--- src/rtl/w6_pkg.sv ---
// Shared encodings for the priority-encoder family.
package w6_pkg;

  localparam logic MODE_FIXED = 1'b0;
  localparam logic MODE_RR    = 1'b1;

endpackage

--- src/rtl/fixed_prio_scan.sv ---
// Combinational lowest-index-first scan: reports whether any bit is set,
// the position of the lowest set bit, and that position as a one-hot vector.
module fixed_prio_scan #(
  parameter  int N = 4,
  localparam int W = $clog2(N)
) (
  input  logic [N-1:0] vec,
  output logic         found,
  output logic [W-1:0] index,
  output logic [N-1:0] onehot
);

  // Walk from the top down so the lowest set bit is the last one written.
  always_comb begin
    found  = 1'b0;
    index  = '0;
    onehot = '0;
    for (int i = N - 1; i >= 0; i--) begin
      if (vec[i]) begin
        found     = 1'b1;
        index     = W'(i);
        onehot    = '0;
        onehot[i] = 1'b1;
      end
    end
  end

endmodule

--- src/rtl/rr_priority_encoder.sv ---
// N-input priority encoder with registered outputs; selects one request per
// clock using either fixed (MSB-first) or round-robin priority.
module rr_priority_encoder
  import w6_pkg::*;
#(
  parameter  int N = 4,
  localparam int W = $clog2(N)
) (
  input  logic         clk,
  input  logic         rst_n,
  input  logic         en,
  input  logic         mode,
  input  logic [N-1:0] req,
  output logic         valid,
  output logic [W-1:0] idx,
  output logic [N-1:0] grant
);

  logic [W-1:0] ptr;
  logic [W-1:0] ptr_next;
  logic [N-1:0] req_masked;
  logic [N-1:0] req_rev;

  logic         m_found, u_found, f_found;
  logic [W-1:0] m_idx, u_idx, f_idx;
  logic [N-1:0] m_onehot, u_onehot, f_onehot;

  logic         next_valid;
  logic [W-1:0] next_idx;
  logic [N-1:0] next_grant;

  // Masked copy keeps only bits at or above ptr; reversed copy lets the
  // lowest-first scanner find the highest set bit for fixed priority.
  always_comb begin
    req_masked = '0;
    req_rev    = '0;
    for (int i = 0; i < N; i++) begin
      req_masked[i] = req[i] & (W'(i) >= ptr);
      req_rev[i]    = req[N-1-i];
    end
  end

  fixed_prio_scan #(.N(N)) u_scan_masked (
    .vec(req_masked), .found(m_found), .index(m_idx), .onehot(m_onehot)
  );

  fixed_prio_scan #(.N(N)) u_scan_full (
    .vec(req), .found(u_found), .index(u_idx), .onehot(u_onehot)
  );

  fixed_prio_scan #(.N(N)) u_scan_rev (
    .vec(req_rev), .found(f_found), .index(f_idx), .onehot(f_onehot)
  );

  always_comb begin
    next_valid = 1'b0;
    next_idx   = '0;
    next_grant = '0;
    ptr_next   = ptr;
    if (mode == MODE_RR) begin
      if (m_found) begin
        next_valid = 1'b1;
        next_idx   = m_idx;
        next_grant = m_onehot;
      end else if (u_found) begin
        next_valid = 1'b1;
        next_idx   = u_idx;
        next_grant = u_onehot;
      end
      // Wrap explicitly at N-1 so ptr never reaches N for non-power-of-two N.
      if (next_valid) begin
        ptr_next = (next_idx == W'(N - 1)) ? '0 : next_idx + W'(1);
      end
    end else if (f_found) begin
      next_valid = 1'b1;
      next_idx   = W'(N - 1) - f_idx;
      for (int i = 0; i < N; i++) begin
        next_grant[i] = f_onehot[N-1-i];
      end
    end
  end

  always_ff @(posedge clk or negedge rst_n) begin
    if (!rst_n) begin
      valid <= 1'b0;
      idx   <= '0;
      grant <= '0;
      ptr   <= '0;
    end else if (en) begin
      valid <= next_valid;
      idx   <= next_idx;
      grant <= next_grant;
      ptr   <= ptr_next;
    end
  end

endmodule

--- config.mk ---
export PLATFORM = sky130hd
export DESIGN_NAME = rr_priority_encoder
export DESIGN_NICKNAME = d
export VERILOG_FILES = /design/src/rtl/w6_pkg.sv /design/src/rtl/fixed_prio_scan.sv /design/src/rtl/rr_priority_encoder.sv
export SDC_FILE = /design/constraint.sdc
export NUM_CORES = 1
export LEC_CHECK = 0
export ABC_AREA = 1
export CAP_MARGIN = 20
export CORE_AREA = 2 2 39 41
export CTS_BUF_LIST = sky130_fd_sc_hd__clkbuf_4 sky130_fd_sc_hd__clkbuf_8 sky130_fd_sc_hd__clkbuf_16
export DETAILED_ROUTE_END_ITERATION = 6
export DIE_AREA = 0 0 41 43
export GPL_TIMING_DRIVEN = 0
export PLACE_DENSITY = 0.68
export SETUP_SLACK_MARGIN = 0.5
export SLEW_MARGIN = 30
export SYNTH_ARGS = -nofsm -noshare
export SYNTH_HDL_FRONTEND = slang
export SYNTH_SLANG_ARGS = --single-unit
--- constraint.sdc ---
create_clock -name clk -period 1.4 [get_ports clk]
set_input_delay 0.35 -clock clk [delete_from_list [all_inputs] [get_ports clk]]
set_output_delay 0.35 -clock clk [all_outputs]
set_load 0.05 [all_outputs]
## Yosys cells after proc, flatten, opt, wreduce, memory -nomap -nowiden

Index checks and enable logic that the tools add are counted.
W data, S select, Z words.

- $add $sub $neg: 2
- Order comparisons: 4
- Equal/unequal tests: 1
- Mux-type cells: 51
- Bitwise operators: 4
- Reductions and logical operators: 1

Operators by type and width:

| operator | count |
|---|---|
| $mux W4 | 16 |
| $mux W2 | 18 |
| $mux W1 | 17 |
| $and A1 B1 Y1 | 4 |
| $ge A1 B2 Y1 const A | 2 |
| $ge A2 B2 Y1 const A | 2 |
| $reduce_and A3 Y1 | 1 |
| $add A2 B1 Y2 const B | 1 |
| $eq A2 B2 Y1 const B | 1 |
| $sub A2 B2 Y2 const A | 1 |

- Register bits: 9
- Bits of input ports: 8
- Output and inout bits: 7
- Word-level logic and storage cells: 67

## Logic depth before layout (Yosys ltp)

- Word-level depth: 10
- Gate-level depth with buffers: 8

## Hierarchy

From an unflattened synthesis, not the netlist that was laid out.

- Cell total of the unflattened synthesis: 133
- Area, all modules: 775.7 sq um

Modules (own cells, without submodules):

| module | times used | cells each | area each (sq um) |
|---|---|---|---|
| rr_priority_encoder | 1 | 88 | 580.6 |
| fixed_prio_scan | 3 | 15 | 65.1 |

## Least setup slack after synthesis

Ideal clock, no wire load.

- Kind: register to register
- Start: register ptr[1]
- End: register idx[1]
- Library setup time: 0.123 ns
- Data arrival time: 0.970 ns
- Slack: 0.307 ns
- Cell stages (with the launch flop): 7
- Path buffers: 0
- Path through: dfrtp_1 > nor2_1 > a21oi_4 > inv_1 > a21oi_1 > o21ai_0 > nand2_1

- Longest elaborated chain between the ends: 9

Ends and longest elaborated chain:

| what | RTL line | RTL |
|---|---|---|
| start: declaration | rr_priority_encoder.sv:19 | `logic [W-1:0] ptr;` |
| start signal: assignment | rr_priority_encoder.sv:93 | `ptr <= ptr_next;` |
| $ge A2 B2 Y1 | rr_priority_encoder.sv:38 | `req_masked[i] = req[i] & (W'(i) >= ptr);` |
| $and A1 B1 Y1 | rr_priority_encoder.sv:38 |  |
| $mux W2 / $mux W1 (equally long branches) (4 in series) | fixed_prio_scan.sv:19 | `if (vec[i]) begin` |
| $mux W2 (*) | rr_priority_encoder.sv:61 | `if (m_found) begin` |
| $mux W2 (*) (2 in series) | rr_priority_encoder.sv:60 | `if (mode == MODE_RR) begin` |
| end signal: assignment | rr_priority_encoder.sv:91 | `idx <= next_idx;` |
| end: declaration | rr_priority_encoder.sv:15 | `output logic [W-1:0] idx,` |

Mark *: on every way between the ends. The rest lies on a longest branch, timed or not. The select of a mux whose other input is x is not followed.
A chain may end at the register's enable or synchronous reset.

## Worst setup path after layout

- Start: register idx[1]
- End: output idx[1]

No word-level cell between the ends.

==> results by stage <==
GRT:
- Entering global routing, the biggest net connects 10 pins.
- For this run the aggregate overflow at the end of global routing stands at 0.
- The number of global-route vias before repair is between 500 and 600.
- The initial antenna violation count came to 0.
- The global-route wire length before repair is roughly 2400 um.
- The total global routing track utilization is 21.0%.

Route:
- Using the TritonRoute via totals, the vias-per-cell ratio works out to slightly above 5.
- Before antenna repair, the detailed router went through 5 iterations.
- After the first detailed-routing iteration, the DRC count stood at 18.
- The count of nets left with antenna violations once routing finished came out at 0.
- In the final routed layout, each cell accounts on average for 12.8 um.
- The routed layout has 588 vias.
- The post-route DRC violation count is 0.
- The wire length after detailed routing is 1470 um.

Logic synthesis:
- The count of state elements after synthesis is 9.
- Synthesis handed over a netlist of 81 instances.
- A synthesized cell averages approximately 7 um^2.
- The number of synthesized flops with an enable pin is 0.
- The combined area of all synthesized cells is 569 um^2.
- The register area share after synthesis is roughly two fifths.
- The simple-gate share of the synthesized area is 37.4%.
- For this run, the number of Yosys warnings is 0.
- The number of nets in the synthesized netlist is 89.
- The area share of the largest cell type after synthesis is roughly two fifths.
- Ranked by instance count, the synthesized netlist is headed by 29 x sky130_fd_sc_hd__nand2_1, 10 x sky130_fd_sc_hd__nor2_1, 9 x sky130_fd_sc_hd__dfrtp_1, 8 x sky130_fd_sc_hd__nand3_1.
- The synthesized-area fraction occupied by xor and xnor cells is 0%.
- Of all cell types, the one taking the most synthesized area is sky130_fd_sc_hd__dfrtp_1.
- Among all cell types in the netlist, the one instantiated most often is sky130_fd_sc_hd__nand2_1.
- The fraction of the mapped netlist area in compound gates is around 14%.
- The mux share of post-synthesis cell area is 0%.
- The distinct cell type count after synthesis is 18.
- By area the synthesized netlist is led by sky130_fd_sc_hd__dfrtp_1 40%, sky130_fd_sc_hd__nand2_1 19%, sky130_fd_sc_hd__nand3_1 7.0%, sky130_fd_sc_hd__nor2_1 6.6%, sky130_fd_sc_hd__a21oi_1 5.3%.
- The synthesized netlist devotes 0% of its cell area to adder and majority cells.
- By area, the combinational part of the netlist is dominated by simple AND/OR/NAND/NOR gates.
- After synthesis, the share of flip-flops with an asynchronous set or reset is 100%.
- The dominant synthesized flop cell is sky130_fd_sc_hd__dfrtp_1.

Pwr:
- The analysis attributes to cell leakage a power of around 0.43 nW.
- The design draws 1.07 mW.
- VDD sags by at most between 600 and 700 uV.
- The power density over the cells is about 1200 nW/um^2.

Placement:
- The standard cell area after detailed placement is 748 um^2.
- Detailed placement ended at an HPWL of 979 um.
- In this run the tool buffered the top-level ports with 11 buffer cells.
- The worst-case setup slack after placement is -0.305 ns.
- The congestion estimate from routability-driven global placement came to 0.911.

Critical path:
- The slowest stage of the critical path belongs to the cell sky130_fd_sc_hd__dfrtp_2.
- In this design, the stage delay of the slowest critical-path cell is approximately 0.41 ns.
- STA puts the critical path data required time at about 1.1 ns.
- Traced cell by cell, the critical path runs through buf_6.
- The largest driver fanout on the critical path is 2.
- The cell family contributing the most delay on the critical path is flip-flops.
- The worst setup path is launched from a register.
- The type of the worst setup path is reg2out.
- STA puts the critical path data arrival time at 0.84 ns.
- STA classifies the critical path endpoint as a primary output.
- The buffers plus inverters on the worst setup path is 1.

Clock network:
- Counting the buffers created by CTS gives 3.
- For this design, the CTS-stage hold fixing added 0 buffers.
- The longest clock path from root to sink contains 2 buffers.
- Clock tree synthesis selected as its root buffer the cell sky130_fd_sc_hd__clkbuf_4.
- TritonCTS built the clock tree.
- The register clock-pin slew on the reported worst setup and hold paths is 0.07 ns.
- The clock net sink count is 9.
- CTS built an H-tree with a depth of 1.
- The clock latency at the later pin of the worst-skew pair is between 0.2 and 0.3 ns.

Final layout:
- The area of all placed cells without fillers is just over 900 um^2.
- Fill cells in the final layout number roughly 120.
- The number of antenna diodes in the final layout is 0.
- The number of nets in the finished design is about 110.
- Cells fill 66.2% of the core in the end.
- The area growth from synthesis to layout is 60.9%.
- The post-route netlist has a little under three fifths of its cells at a drive strength greater than 1.

Timing:
- The worst path needs approximately 1.2 ns of the cycle, external delays included.
- The slew of the pin with the lowest slew margin is approximately 0.41 ns.
- The final worst slack is about 0.21 ns.
- The final worst hold slack is ~0.35 ns.
- The number of endpoints with negative hold slack in the final report is 0.
- In this run the tightest slew margin relative to its limit is about 73%.
- Between clock sinks in the finished design, the worst skew comes to roughly 0.0075 ns.
- The portion of the clock cycle consumed by the worst path in the final layout is 85.0%.
- The maximum achievable frequency is roughly 840 MHz.
- Setup repair after global routing could not meet its margin everywhere.
- The final count of pins violating max slew is 0.
- Setup violations remaining at the end of the flow were counted as 0.

Die:
- The initial core utilization is about two fifths.
- The die outline area is 1760 um^2.
- The total area inside the core boundary comes to between 1000 and 1500 um^2.
- The total number of placement rows is 14.
- The x dimension of the die is 41 um.
- The die is about 43 um tall.
- 15 I/O pins were placed.

Min path:
- The worst hold path belongs to the class in2reg.

Status:
- The flow ran to the end, and the final reports show no timing, DRC or antenna violations.

Flow run:
- Across the run, the number of max-cap violations was 0.
==> power by group <==
group,internal (mW),switching (mW)
combinational,0.183,0.291
sequential,0.307,0.0495
clock,0.130,0.108
total,0.620,0.448
==> cells by family after synthesis <==
| kind of cell | after synthesis |
|---|---|
| compound gates | 12 |
| flops | 9 |
| simple gates | 50 |
| buf+inv | 10 |
==> worst paths after layout <==
path,slack (ns),cells after the start,start,endpoint
hold reg to reg,0.50,2,idx[0],idx[0]
setup / recovery,0.21,1,idx[1],idx[1]
max in group asynchronous,0.72,1,rst_n,grant[2]
setup reg to reg,0.22,6,ptr[1],grant[1]
min in group asynchronous,0.36,1,rst_n,idx[1]
hold / removal,0.35,3,mode,grant[2]
==> what timing repair did <==
item | 4_1_cts | 5_1_grt
gates cloned | 0 | 0
pin swaps | 10 | 8
endpoints found under the setup margin | 16 | 16
gates resized for setup | 80 | 7
buffers inserted | 3 | 0
==> routing by layer <==
| layer | vias up | GRT usage [%] | part of all wire [%] |
|---|---|---|---|
| met5 | - | 0 | 0 |
| met4 | 0 | 14.0 | 2.9 |
| met3 | 5 | 3.14 | 4.8 |
| met2 | 20 | 30.0 | 48 |
| met1 | 267 | 27.9 | 44 |
| li1 | 296 | - | - |
==> state kept, by name (all words and copies together) (netlist names) <==
| name | flops |
|---|---|
| idx | 2 |
| grant | 4 |
| valid | 1 |
| ptr | 2 |
==> per-stage QoR <==
step,TNS (ns),cells
detailed placement,-2.36,108
global placement,-2.15,108
floorplan,0,81
finish,0,115
global route,0,115
CTS,0,115
==> worst reg2reg max path: cells and delay by family (launching register included) <==
kind | cells | cell delay (ns)
DFF | 1 | 0.46
AOI/OAI and AO/OA | 2 | 0.29
and+or+nand+nor | 4 | 0.37
==> cell usage in the layout (no fill, tap or decap), types with 2 or more instances in the layout <==
cell | synthesis | layout
sky130_fd_sc_hd__a21oi_2 | 2 | 4
sky130_fd_sc_hd__inv_2 | 1 | 3
sky130_fd_sc_hd__buf_4 | 0 | 2
sky130_fd_sc_hd__buf_2 | 1 | 2
sky130_fd_sc_hd__nor2_1 | 10 | 8
sky130_fd_sc_hd__nor2_4 | 0 | 2
sky130_fd_sc_hd__nand3_4 | 0 | 2
sky130_fd_sc_hd__inv_1 | 6 | 4
sky130_fd_sc_hd__nand2_1 | 29 | 22
sky130_fd_sc_hd__buf_6 | 0 | 8
sky130_fd_sc_hd__nand3_2 | 1 | 6
sky130_fd_sc_hd__nand2_4 | 0 | 3
sky130_fd_sc_hd__a21oi_1 | 6 | 3
sky130_fd_sc_hd__nand2_2 | 0 | 4
sky130_fd_sc_hd__dfrtp_2 | 0 | 8
sky130_fd_sc_hd__a21oi_4 | 1 | 2
sky130_fd_sc_hd__clkbuf_4 | 0 | 4
==> cell type report <==
type / count / area [um^2] / share of cell area (%)
repair buffers: 14 / 140 / 15.3
inverters: 7 / 26.3 / 2.87
plain buffers: 3 / 45.0 / 4.92
well taps: 16 / 20.0 / 2.19
multi-input cells: 62 / 419 / 45.8
clock buffers: 4 / 30.0 / 3.28
flip-flops and latches: 9 / 235 / 25.7
(Power assumes the default switching activity.)
